[src/rtl/bc_counter_pkg.sv]
// Shared definitions for the bunch-crossing / orbit timing core:
// FSM state type, logic constants and the default orbit length.
package bc_counter_pkg;

  typedef enum logic [2:0] {
    IDLE       = 3'b000,
    WAIT_ORBIT = 3'b001,
    RUN        = 3'b010,
    LOCKED     = 3'b011,
    ERROR      = 3'b100
  } bc_fsm_t;

  localparam logic ZERO = 1'b0;
  localparam logic TRUE = 1'b1;

  localparam int unsigned LSB_CNT_MAX_DEFAULT = 3564;

  // States in which the BC counter free-runs
  function automatic logic is_counting(input logic [2:0] st);
    return (st == RUN) || (st == LOCKED) || (st == ERROR);
  endfunction

endpackage

[src/rtl/bc_sync_check.sv]
// Orbit-pulse alignment checker: classifies each orbit pulse against the
// expected BC phase and counts consecutive aligned pulses towards lock.
module bc_sync_check
  import bc_counter_pkg::*;
#(
  parameter int unsigned LSB_W    = 12,
  parameter int unsigned EXP      = 0,
  parameter int unsigned LOCK_CNT = 3
) (
  input  logic             clk,
  input  logic             rst_n,
  input  logic             en,
  input  logic             clr,
  input  logic             orbit_i,
  input  logic [LSB_W-1:0] bc_cnt,
  output logic             aligned,
  output logic             misaligned,
  output logic             lock_reached
);

  logic [3:0] good_cnt;
  logic       phase_ok;

  assign phase_ok     = (bc_cnt == LSB_W'(EXP));
  assign aligned      = en && orbit_i && phase_ok;
  assign misaligned   = en && orbit_i && !phase_ok;
  // This aligned pulse brings (or keeps) the run length at LOCK_CNT
  assign lock_reached = aligned && (good_cnt >= 4'(LOCK_CNT - 1));

  // Consecutive-aligned-pulse counter, saturating at LOCK_CNT
  always_ff @(posedge clk or negedge rst_n) begin
    if (!rst_n) begin
      good_cnt <= '0;
    end else if (clr || misaligned) begin
      good_cnt <= '0;
    end else if (aligned && (good_cnt != 4'(LOCK_CNT))) begin
      good_cnt <= good_cnt + 4'd1;
    end
  end

endmodule

[src/rtl/bc_orbit_counter.sv]
// Bunch-crossing / orbit counter with orbit-sync FSM.
// Optional alignment checking, lock qualification and sticky error flag
// are enabled by defining BC_SYNC_CHECK_EN.
module bc_orbit_counter
  import bc_counter_pkg::*;
#(
  parameter int unsigned LSB_CNT_MAX = LSB_CNT_MAX_DEFAULT,
  parameter int unsigned MSB_W       = 32,
  parameter int unsigned BC_OFFSET   = 0,
  parameter int unsigned LOCK_CNT    = 3,
  localparam int unsigned LSB_W      = $clog2(LSB_CNT_MAX)
) (
  input  logic             clk,
  input  logic             rst_n,
  input  logic             start_i,
  input  logic             stop_i,
  input  logic             orbit_i,
  input  logic             err_clr_i,
  output logic [LSB_W-1:0] bc_cnt_o,
  output logic [MSB_W-1:0] orbit_cnt_o,
  output logic             bc0_o,
  output logic             locked_o,
  output logic             sync_err_o,
  output logic [2:0]       state_o
);

  localparam int unsigned EXP = (BC_OFFSET + LSB_CNT_MAX - 1) % LSB_CNT_MAX;

  logic [2:0]       state_q, state_d;
  logic [LSB_W-1:0] bc_q, bc_d, bc_adv;
  logic [MSB_W-1:0] orbit_q, orbit_d, orbit_adv;
  logic             bc_wrap;
  logic             locked_d, bc0_d;
  logic             locked_q, bc0_q;

  assign bc_wrap   = (bc_q == LSB_W'(LSB_CNT_MAX - 1));
  assign bc_adv    = bc_wrap ? '0 : bc_q + LSB_W'(1);
  assign orbit_adv = bc_wrap ? orbit_q + MSB_W'(1) : orbit_q;

`ifdef BC_SYNC_CHECK_EN
  logic chk_en, aligned, misaligned, lock_reached;
  logic err_d, err_q;

  assign chk_en = is_counting(state_q) && !stop_i;

  bc_sync_check #(
    .LSB_W    (LSB_W),
    .EXP      (EXP),
    .LOCK_CNT (LOCK_CNT)
  ) u_sync_check (
    .clk          (clk),
    .rst_n        (rst_n),
    .en           (chk_en),
    .clr          (!chk_en),
    .orbit_i      (orbit_i),
    .bc_cnt       (bc_q),
    .aligned      (aligned),
    .misaligned   (misaligned),
    .lock_reached (lock_reached)
  );

  // Sticky error: a new error outranks a same-cycle clear; stop always clears
  always_comb begin
    err_d = err_q;
    if (stop_i)
      err_d = ZERO;
    else if (misaligned && ((state_q == LOCKED) || (state_q == ERROR)))
      err_d = TRUE;
    else if (err_clr_i)
      err_d = ZERO;
  end

  assign sync_err_o = err_q;
`else
  logic unused_err_clr;
  assign unused_err_clr = err_clr_i;
  assign sync_err_o     = ZERO;
`endif

  // Next-state and counter update; stop outranks orbit, orbit outranks start
  always_comb begin
    state_d = state_q;
    bc_d    = bc_q;
    orbit_d = orbit_q;
    if (stop_i) begin
      state_d = IDLE;
      bc_d    = '0;
      orbit_d = '0;
    end else begin
      case (state_q)
        IDLE: begin
          bc_d    = '0;
          orbit_d = '0;
          if (start_i) state_d = WAIT_ORBIT;
        end
        WAIT_ORBIT: begin
          if (orbit_i) begin
            bc_d    = LSB_W'(BC_OFFSET);
            orbit_d = '0;
            state_d = RUN;
          end
        end
        RUN, LOCKED, ERROR: begin
`ifdef BC_SYNC_CHECK_EN
          if (misaligned) begin
            bc_d = LSB_W'(BC_OFFSET);
            if (state_q != RUN) state_d = ERROR;
          end else begin
            bc_d    = bc_adv;
            orbit_d = orbit_adv;
            if (aligned && lock_reached && (state_q != LOCKED))
              state_d = LOCKED;
          end
`else
          bc_d    = bc_adv;
          orbit_d = orbit_adv;
`endif
        end
        default: begin
          state_d = IDLE;
          bc_d    = '0;
          orbit_d = '0;
        end
      endcase
    end
  end

  // Flag outputs are computed from next-state values so they line up with
  // the registered counters they describe.
  always_comb begin
`ifdef BC_SYNC_CHECK_EN
    locked_d = (state_d == LOCKED);
`else
    locked_d = (state_d == RUN);
`endif
    bc0_d = is_counting(state_d) && (bc_d == '0);
  end

  // State, counter and output registers
  always_ff @(posedge clk or negedge rst_n) begin
    if (!rst_n) begin
      state_q  <= IDLE;
      bc_q     <= '0;
      orbit_q  <= '0;
      locked_q <= ZERO;
      bc0_q    <= ZERO;
`ifdef BC_SYNC_CHECK_EN
      err_q    <= ZERO;
`endif
    end else begin
      state_q  <= state_d;
      bc_q     <= bc_d;
      orbit_q  <= orbit_d;
      locked_q <= locked_d;
      bc0_q    <= bc0_d;
`ifdef BC_SYNC_CHECK_EN
      err_q    <= err_d;
`endif
    end
  end

  assign bc_cnt_o    = bc_q;
  assign orbit_cnt_o = orbit_q;
  assign bc0_o       = bc0_q;
  assign locked_o    = locked_q;
  assign state_o     = state_q;

endmodule

[config.mk]
export PLATFORM = sky130hd
export DESIGN_NAME = bc_orbit_counter
export DESIGN_NICKNAME = d
export VERILOG_FILES = /design/src/rtl/bc_counter_pkg.sv /design/src/rtl/bc_sync_check.sv /design/src/rtl/bc_orbit_counter.sv
export SDC_FILE = /design/constraint.sdc
export NUM_CORES = 1
export LEC_CHECK = 0
export ABC_AREA = 1
export CAP_MARGIN = 20
export CORE_ASPECT_RATIO = 1.75
export CORE_MARGIN = 1
export CORE_UTILIZATION = 45
export CTS_BUF_LIST = sky130_fd_sc_hd__clkbuf_8
export CTS_CLUSTER_SIZE = 30
export DETAILED_ROUTE_END_ITERATION = 8
export GPL_TIMING_DRIVEN = 0
export PLACE_DENSITY = 0.73
export SLEW_MARGIN = 20
export SYNTH_ARGS = -nofsm -noshare
export SYNTH_HDL_FRONTEND = slang
export SYNTH_SLANG_ARGS = --single-unit
[constraint.sdc]
create_clock -name clk -period 1.6 [get_ports clk]
set_input_delay 0.16 -clock clk [delete_from_list [all_inputs] [get_ports clk]]
set_output_delay 0.16 -clock clk [all_outputs]
set_load 0.01 [all_outputs]
==> metrics, run 1 <==
failing checks negative setup slack; die area 7420 um2; WS Path Type flip-flop to flip-flop; drt wl/cell 15.9 um; endpoints failing setup 32; Filler Cell Count 538; CP arrival 1.93 ns; pin count of the biggest net entering global routing 32; CTS tree done; CTS max path bufs 2; RSZ-0062 raised after global routing true; Worst Path Max Fanout 5; final clock skew 0.00774 ns; first-pass GRT wire length 15600 um; Final Max Slew Viols 0; vias after detailed routing 3518; Routed Antenna Nets 0; clk sinks 49; Die X 65.6 um; PortBufs 52; pwr dens 490 nW/um2; first-iteration detailed-routing DRC count 171; die height 113 um; most frequent cells in the layout nand2_1 (106), clkdlybuf4s50_1 (51), nor2_1 (46); Fin. Hold Viols 0; initial antenna violation count 0; Async SR Flop Fraction 100%; Max Cap Viol 0; part of the Yosys area used for sequential elements 38.6%; Netlist cell types 35; Synthesized Nets 459; Synth Cell Area 3180 um2; DRC errors left 0; CP Launch Type flip-flop; # diodes 0; CTS Buf Count 5; Top FF cell, synth dfrtp_1; layout cells sized above 1 30.5%; global-route usage over all layers 27.6%; initial core utilization 46.4%; warning count from the yosys run 0; Post-synth EDFFs 0; synthesized flop and latch total 49; status finished, violations left; crit end category flip-flop; DP Worst Slack -0.320 ns; Clk Tree Root Cell clkbuf_8; Core ar. 6860 um2; Lkg Pwr 1.95 nW; Worst-Skew Late Latency 0.31 ns; most common cell after layout, fill and taps aside nand2_1; area added between synthesis and finish 46.5%; Max Clk Rate 578 MHz; CTS clk-pin slew, worst paths 0.09 ns; Gate Count Post-Synth 450; setup TNS -2.13 ns; final WL 10100 um; grt total ovfl 0; minimum clock period after layout 1.73 ns; row cnt 40; CTS H-Tree Depth 2; IO Pins 56; Detail Placement HPWL 6680 um; Worst VDD drop 459 uV; vias in the first global route 3412; via/cell ratio 5.51; Syn Area/Cell 7.07 um2; # nets final 562; worst hold-check path type input port to flip-flop; Worst Path Required 1.80 ns; DRT Pass-1 Iters 5; routability congestion estimate 0.833; post-route clock period utilization 108%; PnR worst setup slack -0.129 ns
repair_timing:
| item | CTS | global route |
|---|---|---|
| pin swaps | 20 | 35 |
| setup endpoints to repair | 34 | 36 |
| hold buffers | 1 | 0 |
| resized for setup | 62 | 66 |
| hold endpoints to repair | 18 | 0 |
| gates cloned | 1 | 0 |
| setup buffers | 35 | 6 |
cell usage after synthesis, types with 3 or more instances:
cell type / n / area share (%)
nand2_1: 126 / 15
nor2_1: 64 / 7.6
dfrtp_1: 49 / 39
inv_1: 48 / 5.7
nand3_1: 31 / 4.9
o21ai_0: 21 / 3.3
xor2_1: 18 / 5.0
a21oi_1: 14 / 2.2
nand4_1: 14 / 2.8
nor3_1: 10 / 1.6
nor2_2: 8 / 1.6
inv_2: 6 / 0.71
buf_4: 4 / 0.94
nand3_2: 4 / 1.3
ha_1: 3 / 1.2
nand2_2: 3 / 0.59
nand2_4: 3 / 1.1
o21ai_1: 3 / 0.47
o22ai_1: 3 / 0.59
stage by stage:
step                      power, W  cell area (um2)  util, %  cells  hold slack, ns
after floorplan            0.00138             3220        -    450          -0.136
after global placement     0.00146             3840     56.1    586           0.459
after detailed placement   0.00147             3860     56.3    587           0.137
after CTS                  0.00227             4420     64.5    632           0.152
after global routing       0.00236             4660     68.0    638           0.161
final                      0.00228             4660     68.0    638           0.158
area by class of cell:
| cell class | instances | area, um2 | area share (%) |
|---|---|---|---|
| clock inverters | 2 | 7.51 | 0.161 |
| repair buffers | 96 | 911 | 19.5 |
| multi-input cells | 339 | 2010 | 43.2 |
| clock buffers | 6 | 82.6 | 1.77 |
| plain buffers | 8 | 80.1 | 1.72 |
| flip-flops and latches | 49 | 1250 | 26.8 |
| inverters | 54 | 213 | 4.56 |
| well taps | 84 | 105 | 2.26 |
kinds of logic (layout without fill, tap and decap cells):
kind of cell / count (synthesis) / in the layout / share of synthesized area [%]
and+or+nand+nor: 272 / 272 / 39.2
xor gates and xnor gates: 20 / 20 / 5.51
buffers and inverters: 62 / 166 / 8.42
adders and majority gates: 3 / 3 / 1.18
other: 1 / 1 / 0.118
AOI/OAI and AO/OA: 43 / 43 / 7.00
DFF: 49 / 49 / 38.6
power by group:
| group | internal (W) | switching, W |
|---|---|---|
| Clock | 0.000341 | 0.000421 |
| Combinational | 0.000107 | 0.000167 |
| Sequential | 0.00124 | 0.00000556 |
state kept, by name, indices dropped and copies added, names as in the netlist:
signal	cells
bc_cnt_o	12
orbit_cnt_o	32
bc0_o	1
state_o	3
locked_o	1
critical path, stage by stage, from the launching register on:
cell and delay, ns:
dfrtp_1 0.37, buf_4 0.13, nand2_2 0.11, nor2_2 0.23, nand2_2 0.09, o21ai_2 0.19
nand3_1 0.12, a21oi_2 0.22, nor2_4 0.07, nand2_2 0.06, nor2_2 0.03
per-layer routing:
| metal | track usage (%) | wire, um | vias to the layer above |
|---|---|---|---|
| met5 | 0 | 0 | - |
| li1 | - | - | 1647 |
| met2 | 53.1 | 5670 | 149 |
| met1 | 25.8 | 3450 | 1668 |
| met3 | 3.83 | 393 | 54 |
| met4 | 17.5 | 603 | 0 |
path summary, 6_finish.rpt:
check	slack (ns)	depth (start not counted)	endpoint	startpoint
worst max register to register	-0.13	10	bc0_o$_DFF_PN0_	bc_cnt_o[4]$_DFF_PN0_
worst min-delay path	0.16	2	state_o[2]$_DFF_PN0_	stop_i
max in group asynchronous	0.73	3	bc_cnt_o[7]$_DFF_PN0_	rst_n
worst min register to register	0.59	2	orbit_cnt_o[30]$_DFFE_PN0P_	orbit_cnt_o[30]$_DFFE_PN0P_
worst max-delay path	-0.13	10	bc0_o$_DFF_PN0_	bc_cnt_o[4]$_DFF_PN0_
min in group asynchronous	0.32	2	orbit_cnt_o[16]$_DFFE_PN0P_	rst_n
No activity file was read; power rests on OpenSTA's default activity.
==> run 2: changes to the inputs <==
Settings changed: REMOVE_ABC_BUFFERS set to 1.
==> metrics, run 2 (same netlist as run 1, synthesis figures left out) <==
Post-Place Cell Area 3750 um2 (-2.9%); initial antenna violation count 0 (unchanged); hold_ws 0.402 ns (+0.244 ns); grt total ovfl 0 (unchanged); most frequent cells in the layout nand2_1 (101), nor2_1 (49), buf_4 (49); Worst VDD drop 496 uV (+8.1%); layout cells sized above 1 32.6% (+2.1 points); CTS tree done; Detail Placement HPWL 6520 um (-2.3%); area occupied by multi-input gates 2080 um2 (+3.5%); RSZ-0062 raised after global routing true; CTS clk-pin slew, worst paths 0.09 ns (about the same); Core ar. 6860 um2 (unchanged); final WL 10300 um (+2.1%); Internal 0.00186 W (+9.8%); Max Cap Viol 0 (unchanged); DRC errors left 0 (unchanged); Slowest cell on crit path dfrtp_2; Max-slew headroom 56.9%; failing checks negative setup slack; CTS Buf Count 5 (unchanged); WS Path Type flip-flop to flip-flop; fin area 4770 um2 (+2.4%); Lkg Pwr 2.10 nW (+7.6%); pin count of the biggest net entering global routing 50 (+56%); routability congestion estimate 1.01 (+21%); via/cell ratio 5.49 (-0.52%); Seq pwr share 50.3% (-4.4 points); minimum clock period after layout 1.75 ns (+0.0191 ns); pwr dens 521 nW/um2 (+6.2%); number of flip-flops in the largest register 32 (unchanged); CTS max path bufs 2 (unchanged); Fin. Hold Viols 0 (unchanged); Final Non-Filler Cells 645 (+1.1%); Worst-Margin Slew 0.647 ns; Sw Ratio 25.2% (-0.77 points); CP arrival 2.01 ns (+0.08 ns); PortBufs 53 (+1.9%); first-pass GRT wire length 15500 um (-0.44%); global-route usage over all layers 27.9% (+0.31 points); Clk Tree Root Cell clkbuf_8; die height 113 um (unchanged); endpoints failing setup 28 (-13%); die area 7420 um2 (unchanged); clock network power share 38.0% (+4.7 points); area added between synthesis and finish 50.0%; row cnt 40 (unchanged); worst setup path startpoint bc_cnt_o[4]$_DFF_PN0_; most common cell after layout, fill and taps aside nand2_1; logic gate share of total power 11.7% (-0.3 points); initial core utilization 46.4% (unchanged); Worst Path Max Fanout 4 (-1); final clock skew 0.00845 ns (+0.000715 ns); post-route clock period utilization 109% (+1.2 points); Worst-Skew Late Latency 0.33 ns (+0.02 ns); worst hold-check path type input port to asynchronous set/reset pin; IO Pins 56 (unchanged); # nets final 569 (+1.2%); vias in the first global route 3317 (-2.8%); Cells after DPL 579 (-1.4%); slowest stage delay, CP 0.46 ns (+0.09 ns); Die X 65.6 um (unchanged); vias after detailed routing 3538 (+0.57%); Sequential Area 1250 um2 (+0.30%); Worst Path Required 1.87 ns (+0.07 ns); Routed Antenna Nets 0 (unchanged); Max Clk Rate 572 MHz (-1.1%); drt wl/cell 16.0 um (+1.0%); P_sw 0.000626 W (+5.5%); DP Worst Slack -0.648 ns (-0.328 ns); CP Launch Type flip-flop; # diodes 0 (unchanged); RR Startpoint bc_cnt_o[4]$_DFF_PN0_; CP Cell Sequence inv_2, buf_4, buf_4, buf_4, nand2_2, nor2_2, nand3_2, nand3_1, nand2_1, nand2_2, nand2_2, nor2_4, nand2_1, nor2_1; first-iteration detailed-routing DRC count 182 (+6.4%); Filler Cell Count 552 (+2.6%); DRT Pass-1 Iters 5 (unchanged); Final Max Slew Viols 0 (unchanged); PnR worst setup slack -0.148 ns (-0.0191 ns); crit end category flip-flop; clk sinks 49 (unchanged); CTS H-Tree Depth 2 (unchanged); status finished, violations left
## run 2: changes by cell type in the layout (fill, tap and decap cells not counted), moves of 4 or more
cell	delta
buf_6	-5
buf_4	+15
nand2_1	-5
dlymetal6s2s_1	+4
nor2_2	-5
## run 2: path summary, 6_finish.rpt
check | cells past startpoint | endpoint | slack (ns)
worst max register to register | 14 | bc0_o$_DFF_PN0_ | -0.15
worst min-delay path | 2 | bc_cnt_o[6]$_DFF_PN0_ | 0.40
min in group clk | 3 | state_o[0]$_DFF_PN0_ | 0.46
max in group asynchronous | 2 | orbit_cnt_o[10]$_DFFE_PN0P_ | 0.72
worst min register to register | 2 | orbit_cnt_o[25]$_DFFE_PN0P_ | 0.58
worst max-delay path | 14 | bc0_o$_DFF_PN0_ | -0.15
## run 2: critical path, delay by kind of cell, from the launching register on
| kind | cells | cell delay (ns) |
|---|---|---|
| buffers and inverters | 4 | 0.38 |
| flip-flops | 1 | 0.46 |
| AND/OR/NAND/NOR | 10 | 0.84 |
## run 2: final cells by class
cell class | count | area share (%)
well taps | 84 | 2.20
inverters | 54 | 4.56
clock buffers | 6 | 1.73
repair buffers | 109 | 20.9
flip-flops and latches | 49 | 26.2
multi-input cells | 341 | 43.7
clock inverters | 2 | 0.708
## run 2: repair_timing
item / in CTS / in global routing
resized for setup: 62 / 83
pin swaps: 15 / 27
hold buffers: 1 / 0
cloned: 2 / 0
setup endpoints to repair: 36 / 40
buffers inserted: 38 / 17
hold endpoints to repair: 49 / 0
## run 2: layer usage
| layer | global-route usage (%) | up-vias | share of wire [%] |
|---|---|---|---|
| met3 | 4.33 | 54 | 5.1 |
| met4 | 19.6 | 0 | 6.8 |
| met5 | 0 | - | 0 |
| met1 | 27.7 | 1671 | 34 |
| li1 | - | 1658 | - |
| met2 | 50.9 | 155 | 54 |
## run 2: power by group through the flow
stage / clock (W) / sequential [W] / combinational (W)
after floorplan: 0 / 0.00128 / 0.0000875
after global placement: 0 / 0.00128 / 0.000171
after detailed placement: 0 / 0.00128 / 0.000173
after CTS: 0.000961 / 0.00125 / 0.000255
after global routing: 0.000995 / 0.00125 / 0.000313
final: 0.000944 / 0.00125 / 0.000291
## run 2: metrics by stage
stage / total power, W / setup TNS (ns) / util, %
floorplan: 0.00137 / -3.75 / -
global placement: 0.00145 / -70.89 / 54.7
detailed placement: 0.00145 / -16.69 / 54.7
CTS: 0.00246 / -2.20 / 63.9
global route: 0.00256 / -4.57 / 69.6
finish: 0.00248 / -2.19 / 69.6
